[config.mk]
export PLATFORM = sky130hd
export DESIGN_NAME = slot_bank_flat
export DESIGN_NICKNAME = d
export VERILOG_FILES = /design/src/rtl/slot_bank_if.sv /design/src/rtl/slot_bank.sv /design/src/flat_wrapper.sv
export SDC_FILE = /design/constraint.sdc
export NUM_CORES = 1
export LEC_CHECK = 0
export CAP_MARGIN = 10
export CORE_AREA = 2 2 120 122
export CTS_CLUSTER_DIAMETER = 30
export DETAILED_ROUTE_END_ITERATION = 8
export DIE_AREA = 0 0 122 124
export GPL_TIMING_DRIVEN = 0
export PLACE_DENSITY = 0.8
export SLEW_MARGIN = 10
export SYNTH_ARGS = -nofsm -noshare
export SYNTH_HDL_FRONTEND = slang
export SYNTH_SLANG_ARGS = --single-unit
[constraint.sdc]
create_clock -name clk -period 3 [get_ports clk]
set_input_delay 0.45 -clock clk [delete_from_list [all_inputs] [get_ports clk]]
set_output_delay 0.45 -clock clk [all_outputs]
set_load 0.005 [all_outputs]
[src/rtl/slot_bank_if.sv]
// rtl/slot_bank_if.sv - switch/reel/display signal bundle for the slot credit bank
interface slot_bank_if #(
  parameter int REELS   = 4,
  parameter int DIGIT_W = 4,
  parameter int BAL_W   = 27
);
  logic [3:0]               bet_sel;
  logic                     spin_req;
  logic [REELS*DIGIT_W-1:0] reels;
  logic                     reels_valid;
  logic [BAL_W-1:0]         balance;
  logic                     busy;
  logic                     result_valid;
  logic [1:0]               result_code;
  logic [BAL_W-1:0]         last_payout;

  modport master (
    output bet_sel, spin_req, reels, reels_valid,
    input  balance, busy, result_valid, result_code, last_payout
  );

  modport slave (
    input  bet_sel, spin_req, reels, reels_valid,
    output balance, busy, result_valid, result_code, last_payout
  );
endinterface

[src/rtl/slot_bank.sv]
// rtl/slot_bank.sv - credit bank: bet debit, reel wait with timeout refund, match scoring, saturating payout
module slot_bank #(
  parameter int REELS        = 4,
  parameter int DIGIT_W      = 4,
  parameter int BAL_W        = 27,
  parameter int START_BAL    = 100,
  parameter int MAX_BAL      = 1000,
  parameter int JACKPOT_MULT = 2,
  parameter int PARTIAL_MULT = 1,
  parameter int PARTIAL_MIN  = 3,
  parameter int TIMEOUT      = 1024
) (
  input  logic       clk,
  input  logic       rst,
  slot_bank_if.slave bus
);

  localparam int PW = BAL_W + 9;
  localparam int TW = (TIMEOUT > 1) ? $clog2(TIMEOUT) : 1;
  localparam int RW = REELS * DIGIT_W;

  localparam logic [1:0] CODE_LOSE    = 2'd0;
  localparam logic [1:0] CODE_PARTIAL = 2'd1;
  localparam logic [1:0] CODE_JACKPOT = 2'd2;
  localparam logic [1:0] CODE_REJECT  = 2'd3;

  typedef enum logic [1:0] {
    ST_IDLE,
    ST_WAIT_REELS,
    ST_SCORE,
    ST_PAYOUT
  } state_e;

  state_e           state_q, state_d;
  logic [BAL_W-1:0] balance_q, balance_d;
  logic [BAL_W-1:0] bet_q, bet_d;
  logic [RW-1:0]    reels_q, reels_d;
  logic [TW-1:0]    tmo_q, tmo_d;
  logic [PW-1:0]    payout_q, payout_d;
  logic [1:0]       code_q, code_d;
  logic             result_valid_q, result_valid_d;
  logic [1:0]       result_code_q, result_code_d;
  logic [BAL_W-1:0] last_payout_q, last_payout_d;

  logic [BAL_W-1:0] bet_dec;
  logic [3:0]       match_cnt;

  function automatic logic [BAL_W-1:0] decode_bet(input logic [3:0] sel);
    if (sel[3])      return BAL_W'(100);
    else if (sel[2]) return BAL_W'(50);
    else if (sel[1]) return BAL_W'(10);
    else if (sel[0]) return BAL_W'(1);
    else             return '0;
  endfunction

  // Widened sum so a large payout cannot wrap below the ceiling before clamping.
  function automatic logic [BAL_W-1:0] sat_add(input logic [BAL_W-1:0] base,
                                               input logic [PW-1:0]    add);
    logic [PW-1:0] sum;
    sum = PW'(base) + add;
    if (sum > PW'(MAX_BAL)) return BAL_W'(MAX_BAL);
    else                    return sum[BAL_W-1:0];
  endfunction

  assign bet_dec = decode_bet(bus.bet_sel);

  always_comb begin
    match_cnt = 4'd1;
    for (int i = 1; i < REELS; i++) begin
      if (reels_q[i*DIGIT_W +: DIGIT_W] == reels_q[DIGIT_W-1:0]) begin
        match_cnt = match_cnt + 4'd1;
      end
    end
  end

  always_comb begin
    state_d        = state_q;
    balance_d      = balance_q;
    bet_d          = bet_q;
    reels_d        = reels_q;
    tmo_d          = tmo_q;
    payout_d       = payout_q;
    code_d         = code_q;
    result_valid_d = 1'b0;
    result_code_d  = result_code_q;
    last_payout_d  = last_payout_q;

    case (state_q)
      ST_IDLE: begin
        if (bus.spin_req) begin
          if (bet_dec == '0 || bet_dec > balance_q) begin
            result_valid_d = 1'b1;
            result_code_d  = CODE_REJECT;
            last_payout_d  = '0;
          end else begin
            bet_d     = bet_dec;
            balance_d = balance_q - bet_dec;
            tmo_d     = '0;
            state_d   = ST_WAIT_REELS;
          end
        end
      end
      ST_WAIT_REELS: begin
        // A reel result arriving on the last allowed cycle still wins over the refund.
        if (bus.reels_valid) begin
          reels_d = bus.reels;
          state_d = ST_SCORE;
        end else if (tmo_q == TW'(TIMEOUT - 1)) begin
          balance_d      = sat_add(balance_q, PW'(bet_q));
          result_valid_d = 1'b1;
          result_code_d  = CODE_REJECT;
          last_payout_d  = '0;
          state_d        = ST_IDLE;
        end else begin
          tmo_d = tmo_q + TW'(1);
        end
      end
      ST_SCORE: begin
        if (match_cnt == 4'(REELS)) begin
          code_d   = CODE_JACKPOT;
          payout_d = PW'(bet_q) * PW'(JACKPOT_MULT);
        end else if (match_cnt >= 4'(PARTIAL_MIN)) begin
          code_d   = CODE_PARTIAL;
          payout_d = PW'(bet_q) * PW'(PARTIAL_MULT);
        end else begin
          code_d   = CODE_LOSE;
          payout_d = '0;
        end
        state_d = ST_PAYOUT;
      end
      ST_PAYOUT: begin
        balance_d      = sat_add(balance_q, payout_q);
        result_valid_d = 1'b1;
        result_code_d  = code_q;
        last_payout_d  = payout_q[BAL_W-1:0];
        state_d        = ST_IDLE;
      end
      default: state_d = ST_IDLE;
    endcase
  end

  always_ff @(posedge clk) begin
    if (rst) begin
      state_q        <= ST_IDLE;
      balance_q      <= BAL_W'(START_BAL);
      bet_q          <= '0;
      reels_q        <= '0;
      tmo_q          <= '0;
      payout_q       <= '0;
      code_q         <= CODE_LOSE;
      result_valid_q <= 1'b0;
      result_code_q  <= CODE_LOSE;
      last_payout_q  <= '0;
    end else begin
      state_q        <= state_d;
      balance_q      <= balance_d;
      bet_q          <= bet_d;
      reels_q        <= reels_d;
      tmo_q          <= tmo_d;
      payout_q       <= payout_d;
      code_q         <= code_d;
      result_valid_q <= result_valid_d;
      result_code_q  <= result_code_d;
      last_payout_q  <= last_payout_d;
    end
  end

  assign bus.balance      = balance_q;
  assign bus.busy         = (state_q != ST_IDLE);
  assign bus.result_valid = result_valid_q;
  assign bus.result_code  = result_code_q;
  assign bus.last_payout  = last_payout_q;

endmodule

[src/flat_wrapper.sv]
// flat-port wrapper written by rule: the top's interface ports become plain ports
module slot_bank_flat 
#(
  parameter int REELS        = 4,
  parameter int DIGIT_W      = 4,
  parameter int BAL_W        = 27,
  parameter int START_BAL    = 100,
  parameter int MAX_BAL      = 1000,
  parameter int JACKPOT_MULT = 2,
  parameter int PARTIAL_MULT = 1,
  parameter int PARTIAL_MIN  = 3,
  parameter int TIMEOUT      = 1024
)
  (clk, rst, bus_bet_sel, bus_spin_req, bus_reels, bus_reels_valid, bus_balance, bus_busy, bus_result_valid, bus_result_code, bus_last_payout);
  slot_bank_if #(.REELS(REELS), .DIGIT_W(DIGIT_W), .BAL_W(BAL_W)) bus_i ();
  input  logic clk;
  input  logic rst;
  input wire logic [$bits(bus_i.bet_sel)-1:0] bus_bet_sel;
  input wire logic [$bits(bus_i.spin_req)-1:0] bus_spin_req;
  input wire logic [$bits(bus_i.reels)-1:0] bus_reels;
  input wire logic [$bits(bus_i.reels_valid)-1:0] bus_reels_valid;
  output wire logic [$bits(bus_i.balance)-1:0] bus_balance;
  output wire logic [$bits(bus_i.busy)-1:0] bus_busy;
  output wire logic [$bits(bus_i.result_valid)-1:0] bus_result_valid;
  output wire logic [$bits(bus_i.result_code)-1:0] bus_result_code;
  output wire logic [$bits(bus_i.last_payout)-1:0] bus_last_payout;
  assign bus_i.bet_sel = bus_bet_sel;
  assign bus_i.spin_req = bus_spin_req;
  assign bus_i.reels = bus_reels;
  assign bus_i.reels_valid = bus_reels_valid;
  assign bus_balance = bus_i.balance;
  assign bus_busy = bus_i.busy;
  assign bus_result_valid = bus_i.result_valid;
  assign bus_result_code = bus_i.result_code;
  assign bus_last_payout = bus_i.last_payout;
  slot_bank #(.REELS(REELS), .DIGIT_W(DIGIT_W), .BAL_W(BAL_W), .START_BAL(START_BAL), .MAX_BAL(MAX_BAL), .JACKPOT_MULT(JACKPOT_MULT), .PARTIAL_MULT(PARTIAL_MULT), .PARTIAL_MIN(PARTIAL_MIN), .TIMEOUT(TIMEOUT)) u_core (.clk(clk), .rst(rst), .bus(bus_i));
endmodule
Word level (Yosys, flattened, before mapping)
Index checks and enable logic that the tools add are counted.
{"block": "classes", "n_lt_le_gt_ge": 4, "n_addsub": 6, "shifts": 0, "reduce_logical": 12, "mux": 43, "bitwise": 1, "multipliers": 0, "eq_ne": 15, "div": 0}
{"cell": "$mux W27", "n": 14}
{"cell": "$pmux W27 S3", "n": 2}
{"cell": "$gt A36 B10 Y1 const B", "n": 2}
{"cell": "$mux W10", "n": 4}
{"cell": "$add A27 B36 Y36", "n": 1}
{"cell": "$mux W36", "n": 1}
{"cell": "$add A27 B27 Y28", "n": 1}
{"cell": "$gt A27 B27 Y1", "n": 1}
{"cell": "$logic_not A27 Y1", "n": 1}
{"cell": "$sub A27 B27 Y27", "n": 1}
{"cell": "$mux W2", "n": 10}
{"cell": "$pmux W10 S2", "n": 1}
{"cell": "$reduce_and A5 Y1", "n": 3}
{"cell": "$eq A4 B4 Y1", "n": 3}
{"cell": "$add A10 B1 Y10 const B", "n": 1}
{"cell": "$eq A10 B10 Y1 const B", "n": 1}
{"cell": "$mux W4", "n": 2}
{"cell": "$ne A2 B2 Y1 const B", "n": 4}
{"cell": "$pmux W2 S4", "n": 1}
{"cell": "$mux W1", "n": 6}
{"cell": "$pmux W2 S3", "n": 1}
{"cell": "$reduce_and A3 Y1", "n": 2}
{"cell": "$add A4 B1 Y4 const B", "n": 1}
{"cell": "$eq A2 B2 Y1 const B", "n": 2}
{"cell": "13 further kinds", "n": 15}
{"block": "word_totals", "romBits": 0, "n_memories": 0, "word_cells": 91, "ram_bits": 0, "reg_bits": 150, "latch_bits": 0, "output_inout_bits": 58, "input_bits": 24}

Longest topological paths before layout
{"block": "depth", "depth_word": 9, "mapped_depth": 13, "depth_no_buf": 12}

Worst setup path after synthesis
OpenSTA, ideal clock, no wires.
{"block": "synth_path", "path_type": "register to register", "start": "register u_core.balance_q[1] (netlist: u_core.bus.balance[1])", "end": "register u_core.balance_q[9] (netlist: u_core.bus.balance[9])", "n_path_buf": 0, "stages_incl_launch_ff": 11, "arrival_time_ns": 3.085, "synth_period_minus_slack_ns": 3.212, "required_time_ns": 2.873, "path_slack_ns": -0.212, "setup_ns": 0.127, "cell_sequence": "dfxtp_1 -> inv_1 -> fa_1 -> nand2b_1 -> a211oi_1 -> o21ai_0 -> nor3b_1 -> a21oi_1 -> nor4_4 -> a211o_1 -> or3b_1"}
{"block": "synth_via", "elab_chain_len": 6, "elab_cells_between_ends": 16, "cone_classes": "add/sub: 3; order compare: 3; eq/ne: 1; mux: 7; reduce/logical: 2"}
{"item": "from (decl)", "line": "slot_bank.sv:35", "text": "logic [BAL_W-1:0] balance_q, balance_d;"}
{"item": "from (signal assigned)", "line": "slot_bank.sv:145", "text": "balance_q <= BAL_W'(START_BAL);"}
{"item": "from (signal assigned)", "line": "slot_bank.sv:156", "text": "balance_q <= balance_d;"}
{"item": "$add A27 B27 Y28", "line": "slot_bank.sv:60", "text": "sum = PW'(base) + add;"}
{"item": "$gt A36 B10 Y1", "line": "slot_bank.sv:61", "text": "if (sum > PW'(MAX_BAL)) return BAL_W'(MAX_BAL);"}
{"item": "$mux W27", "line": "slot_bank.sv:61"}
{"item": "$mux W27", "line": "slot_bank.sv:108", "text": "end else if (tmo_q == TW'(TIMEOUT - 1)) begin"}
{"item": "$mux W27", "line": "slot_bank.sv:105", "text": "if (bus.reels_valid) begin"}
{"item": "$pmux W27 S3", "line": "slot_bank.sv:88", "text": "case (state_q)"}
Several ways; a longest one is shown, not always the timed one. The select of a mux whose other input is x is not followed.
A chain may end at the register's enable or synchronous reset.

Worst setup path after layout
{"block": "layout_path", "start": "register u_core.bet_q[0]", "end": "register u_core.balance_q[1] (netlist: u_core.bus.balance[1])"}
{"block": "layout_via", "elab_chain_len": 6}
{"item": "from (decl)", "line": "slot_bank.sv:36", "text": "logic [BAL_W-1:0] bet_q, bet_d;"}
{"item": "from (signal assigned)", "line": "slot_bank.sv:157", "text": "bet_q <= bet_d;"}
{"item": "$add A27 B27 Y28 *", "line": "slot_bank.sv:60"}
{"item": "$gt A36 B10 Y1", "line": "slot_bank.sv:61"}
{"item": "$mux W27 *", "line": "slot_bank.sv:61"}
{"item": "$mux W27 *", "line": "slot_bank.sv:108"}
{"item": "$mux W27 *", "line": "slot_bank.sv:105"}
{"item": "$pmux W27 S3 *", "line": "slot_bank.sv:88"}
Mark *: on every way between the ends. The rest lies on a longest branch, timed or not. The select of a mux whose other input is x is not followed.

==> impl_results.md <==
- Synth Cell Area: 6260 um^2
- # port buffers: 62
- Initial antenna violation count: 0
- Starting Density: 45.6%
- Crit path DAT: around 3.3 ns
- Drt via density: 6.23
- Via count: approximately 7100
- Post-synth top area share: around a quarter
- Clock latency at the later pin of the worst-skew pair: between 0.3 and 0.4 ns
- DR pass1 iterations: 7
- Number of global-route vias before repair: 6398
- Share of layout cells above drive strength 1: about a fifth
- Global-route wire length before repair: 32.2 mm
- H-tree levels: 3
- Min Tclk post-route: 3.08 ns
- Area leader, netlist: dfxtp_1
- Slew Limit Fails: 0
- CP Data Required Time: 3.23 ns
- Total number of yosys warnings: 0
- Crit path launch type: flip-flop
- Area grow syn2layout: 33.6%
- Crit Reg-Reg Endpoint: u_core.bus.balance[1]
- Grt total ovfl: 0
- Unique masters post-synth: 81
- Reg area: 1690 um^2
- Worst-path fanout max: 5
- Worst setup margin: -0.0835 ns
- Dpl hpwl: 14.8 mm
- Unrepaired setup endpoints after global routing: yes
- Synth top cells by count: 91 x nand2_1, 82 x dfxtp_1, 77 x nor2_1
- Met3 WL post-DR: 2.02 mm
- Crit path max-delay family: compound AO/OA/AOI/OAI gates
- Cell Count, Final, Fillers Out: about 1100
- Worst-path clk slew: 0.07 ns
- Die Ht: 124 um
- Worst reg2reg setup slack: -0.08 ns
- # hold bufs at CTS: 0
- DR top layer: met4
- Clock sink count: between 80 and 90
- R2R Path Start: u_core.bet_q[0]
- Outcome: finished with violations
- Gp weighted congestion: 0.968
- Std-Cell Rows: 43
- Fill cells: 1142
- DRT iter0 DRCs: 812
- Drt total wl: 21.5 mm
- WS Path Type: reg -> reg
- Seq cells post-synth: 82
- Boundary Pins: 82
- Hold_sp: bus_bet_sel[3]
- Setup TNS: -0.356 ns
- Clk_skew: 0.0102 ns
- R2R cell count: 12
- Die Span X: roughly 120 um
- Avg WL per Cell: ~19 um
- GRT Total Usage: around 27%
- # diodes: 0
- Slowest CP cell: dfxtp_4
- Post-synth EDFFs: 0
- Element type at the critical path end: flip-flop
- TritonCTS Buffers: 9
- Final worst path period share: 103%
- Worst vdd ir: 0.520 mV
- Fmax achieved: 324 MHz
- CP peak stage delay: 0.38 ns
- Crit-path cells: ha_4 > inv_2 > fa_2 > nand2b_4 > a21o_4 > a2111oi_4 > xor2_1 > a21o_1 > nor4_4 > buf_6 > nand4_1 > a311oi_1
- Clk root buf: clkbuf_16
- Worst relative slew slack: 42.9%
- Worst slew pin tran: 0.848 ns
- Fin Hold WS: 0.438 ns
- Syn avg cell area: 7.53 um^2
- WP buf/inv: 2
- Max Cap Viol: 0
- PD cells: 1100 nW/um^2
- Top_reg_cell synth: dfxtp_1
- Nets: about 1000
- Most frequent cell after synthesis: nand2_1
- DR WL met2: 10.2 mm
- DP Cell Count: 1091
- Worst Hold Class: in -> reg
- CTS tree: built
- Synth async-reset ratio: 0%
- Drt drc: 0
- Register area share after synthesis: 26.2%
- Static Leak: 2.99 nW
- Wire length on met1: 8.56 mm
- Clk buf depth: 2
- Antenna Nets Post-Route: 0
- Final setup fails: 8
- Hold Path Sink: u_core.bet_q[2]
- Worst Hold Path Cells: 3
- Core footprint: 13700 um^2
- Die ar.: approximately 15000 um^2
- Area used by multi-input combinational logic: approximately 4700 um^2
- Final hold violations: 0
- Failing checks: setup timing
- Top post-synthesis cells by area: dfxtp_1 26%, nand2_1 5.5%, a21oi_1 5.4%
- Largest net degree at the start of global routing: 15
- Gate Count Post-Synth: 831
## flip-flops by register name, summed over array words and instances (netlist names), named ones only
register                 count
u_core.bet_q                 6
u_core.bus.balance          27
u_core.bus.last_payout       8
u_core.bus.result_code       2
u_core.bus.result_valid      1
u_core.code_q                2
u_core.payout_q              8
u_core.reels_q              16
u_core.state_q               1
u_core.tmo_q                10
## worst max path at each step
stage                                           end  cells after the start             startpoint
after floorplan               u_core.bus.balance[9]                     11  u_core.bus.balance[0]
after global placement        u_core.bus.balance[0]                     13         bus_bet_sel[3]
after detailed placement  u_core.bus.last_payout[0]                     12         bus_bet_sel[3]
after CTS                     u_core.bus.balance[9]                     13  u_core.bus.balance[0]
after global routing          u_core.bus.balance[9]                     11  u_core.bus.balance[1]
final                         u_core.bus.balance[1]                     12        u_core.bet_q[0]
## cell type report
class	instances	area share, %
Sequential cell	82	20.2
Tap cell	180	2.69
Inverter	21	0.943
Multi-Input combinational cell	671	56.6
Buffer	70	4.89
Clock inverter	5	0.733
Timing Repair Buffer	98	11.0
Clock buffer	11	2.90
## routing by layer
metal / global-route usage [%] / vias up
li1: - / 3277
met1: 34.2 / 3293
met2: 45.5 / 439
met3: 4.85 / 85
met4: 11.3 / 0
met5: 0 / -
## cells in the final DEF (no fill, tap or decap), drive strengths merged, types with 6 or more instances in the layout
cell type       n
nand2          91
dfxtp          82
nor2           78
buf            69
a21oi          68
clkdlybuf4s50  58
clkbuf         49
o21ai          42
nand3          34
nor3           28
xnor2          27
ha             25
inv            22
or3            20
conb           19
nor4           19
nand4          15
xor2           15
a211oi         14
or4            13
o21a           11
a41oi          10
and3            9
o211ai          9
a22oi           9
a21o            8
and2            7
a31oi           7
nor3b           6
## repair_timing
action | 4_1_cts | 5_1_grt
pin swaps | 16 | 36
buffers inserted | 13 | 21
resized for setup | 80 | 88
setup endpoints to repair | 55 | 42
gates cloned | 1 | 1
## report_power, final
part | internal, W | switching [W]
Combinational | 0.00278 | 0.00350
Sequential | 0.00136 | 0.000378
Clock | 0.000674 | 0.000469
## cell families (layout without fill, tap and decap cells)
group,count (synthesis),count (layout),synth area share [%]
simple gates,343,343,28.1
compound gates,231,231,24.8
buf+inv,96,205,7.52
flops,82,82,26.2
xor+xnor,42,42,5.88
fa+ha+maj,29,29,6.28
mux,7,7,1.16
other cells,1,19,0.0599
## worst min-delay path: stages
cell and delay, ns:
clkbuf_4 0.16, nand2_1 0.08, a21oi_1 0.05
## metrics by stage
step           setup slack, ns  utilization, %  instance area, um^2  total power (W)
6_report               -0.0835            60.9                 8360          0.00916
5_1_grt                 -0.151            60.9                 8360          0.00963
4_1_cts                -0.0306            57.5                 7890          0.00825
3_5_place_dp            -0.949            52.7                 7230          0.00657
3_3_place_gp            -0.965            52.7                 7230          0.00650
2_1_floorplan         -0.00256               -                 6380          0.00512
Power figures use the tool's default switching activity.
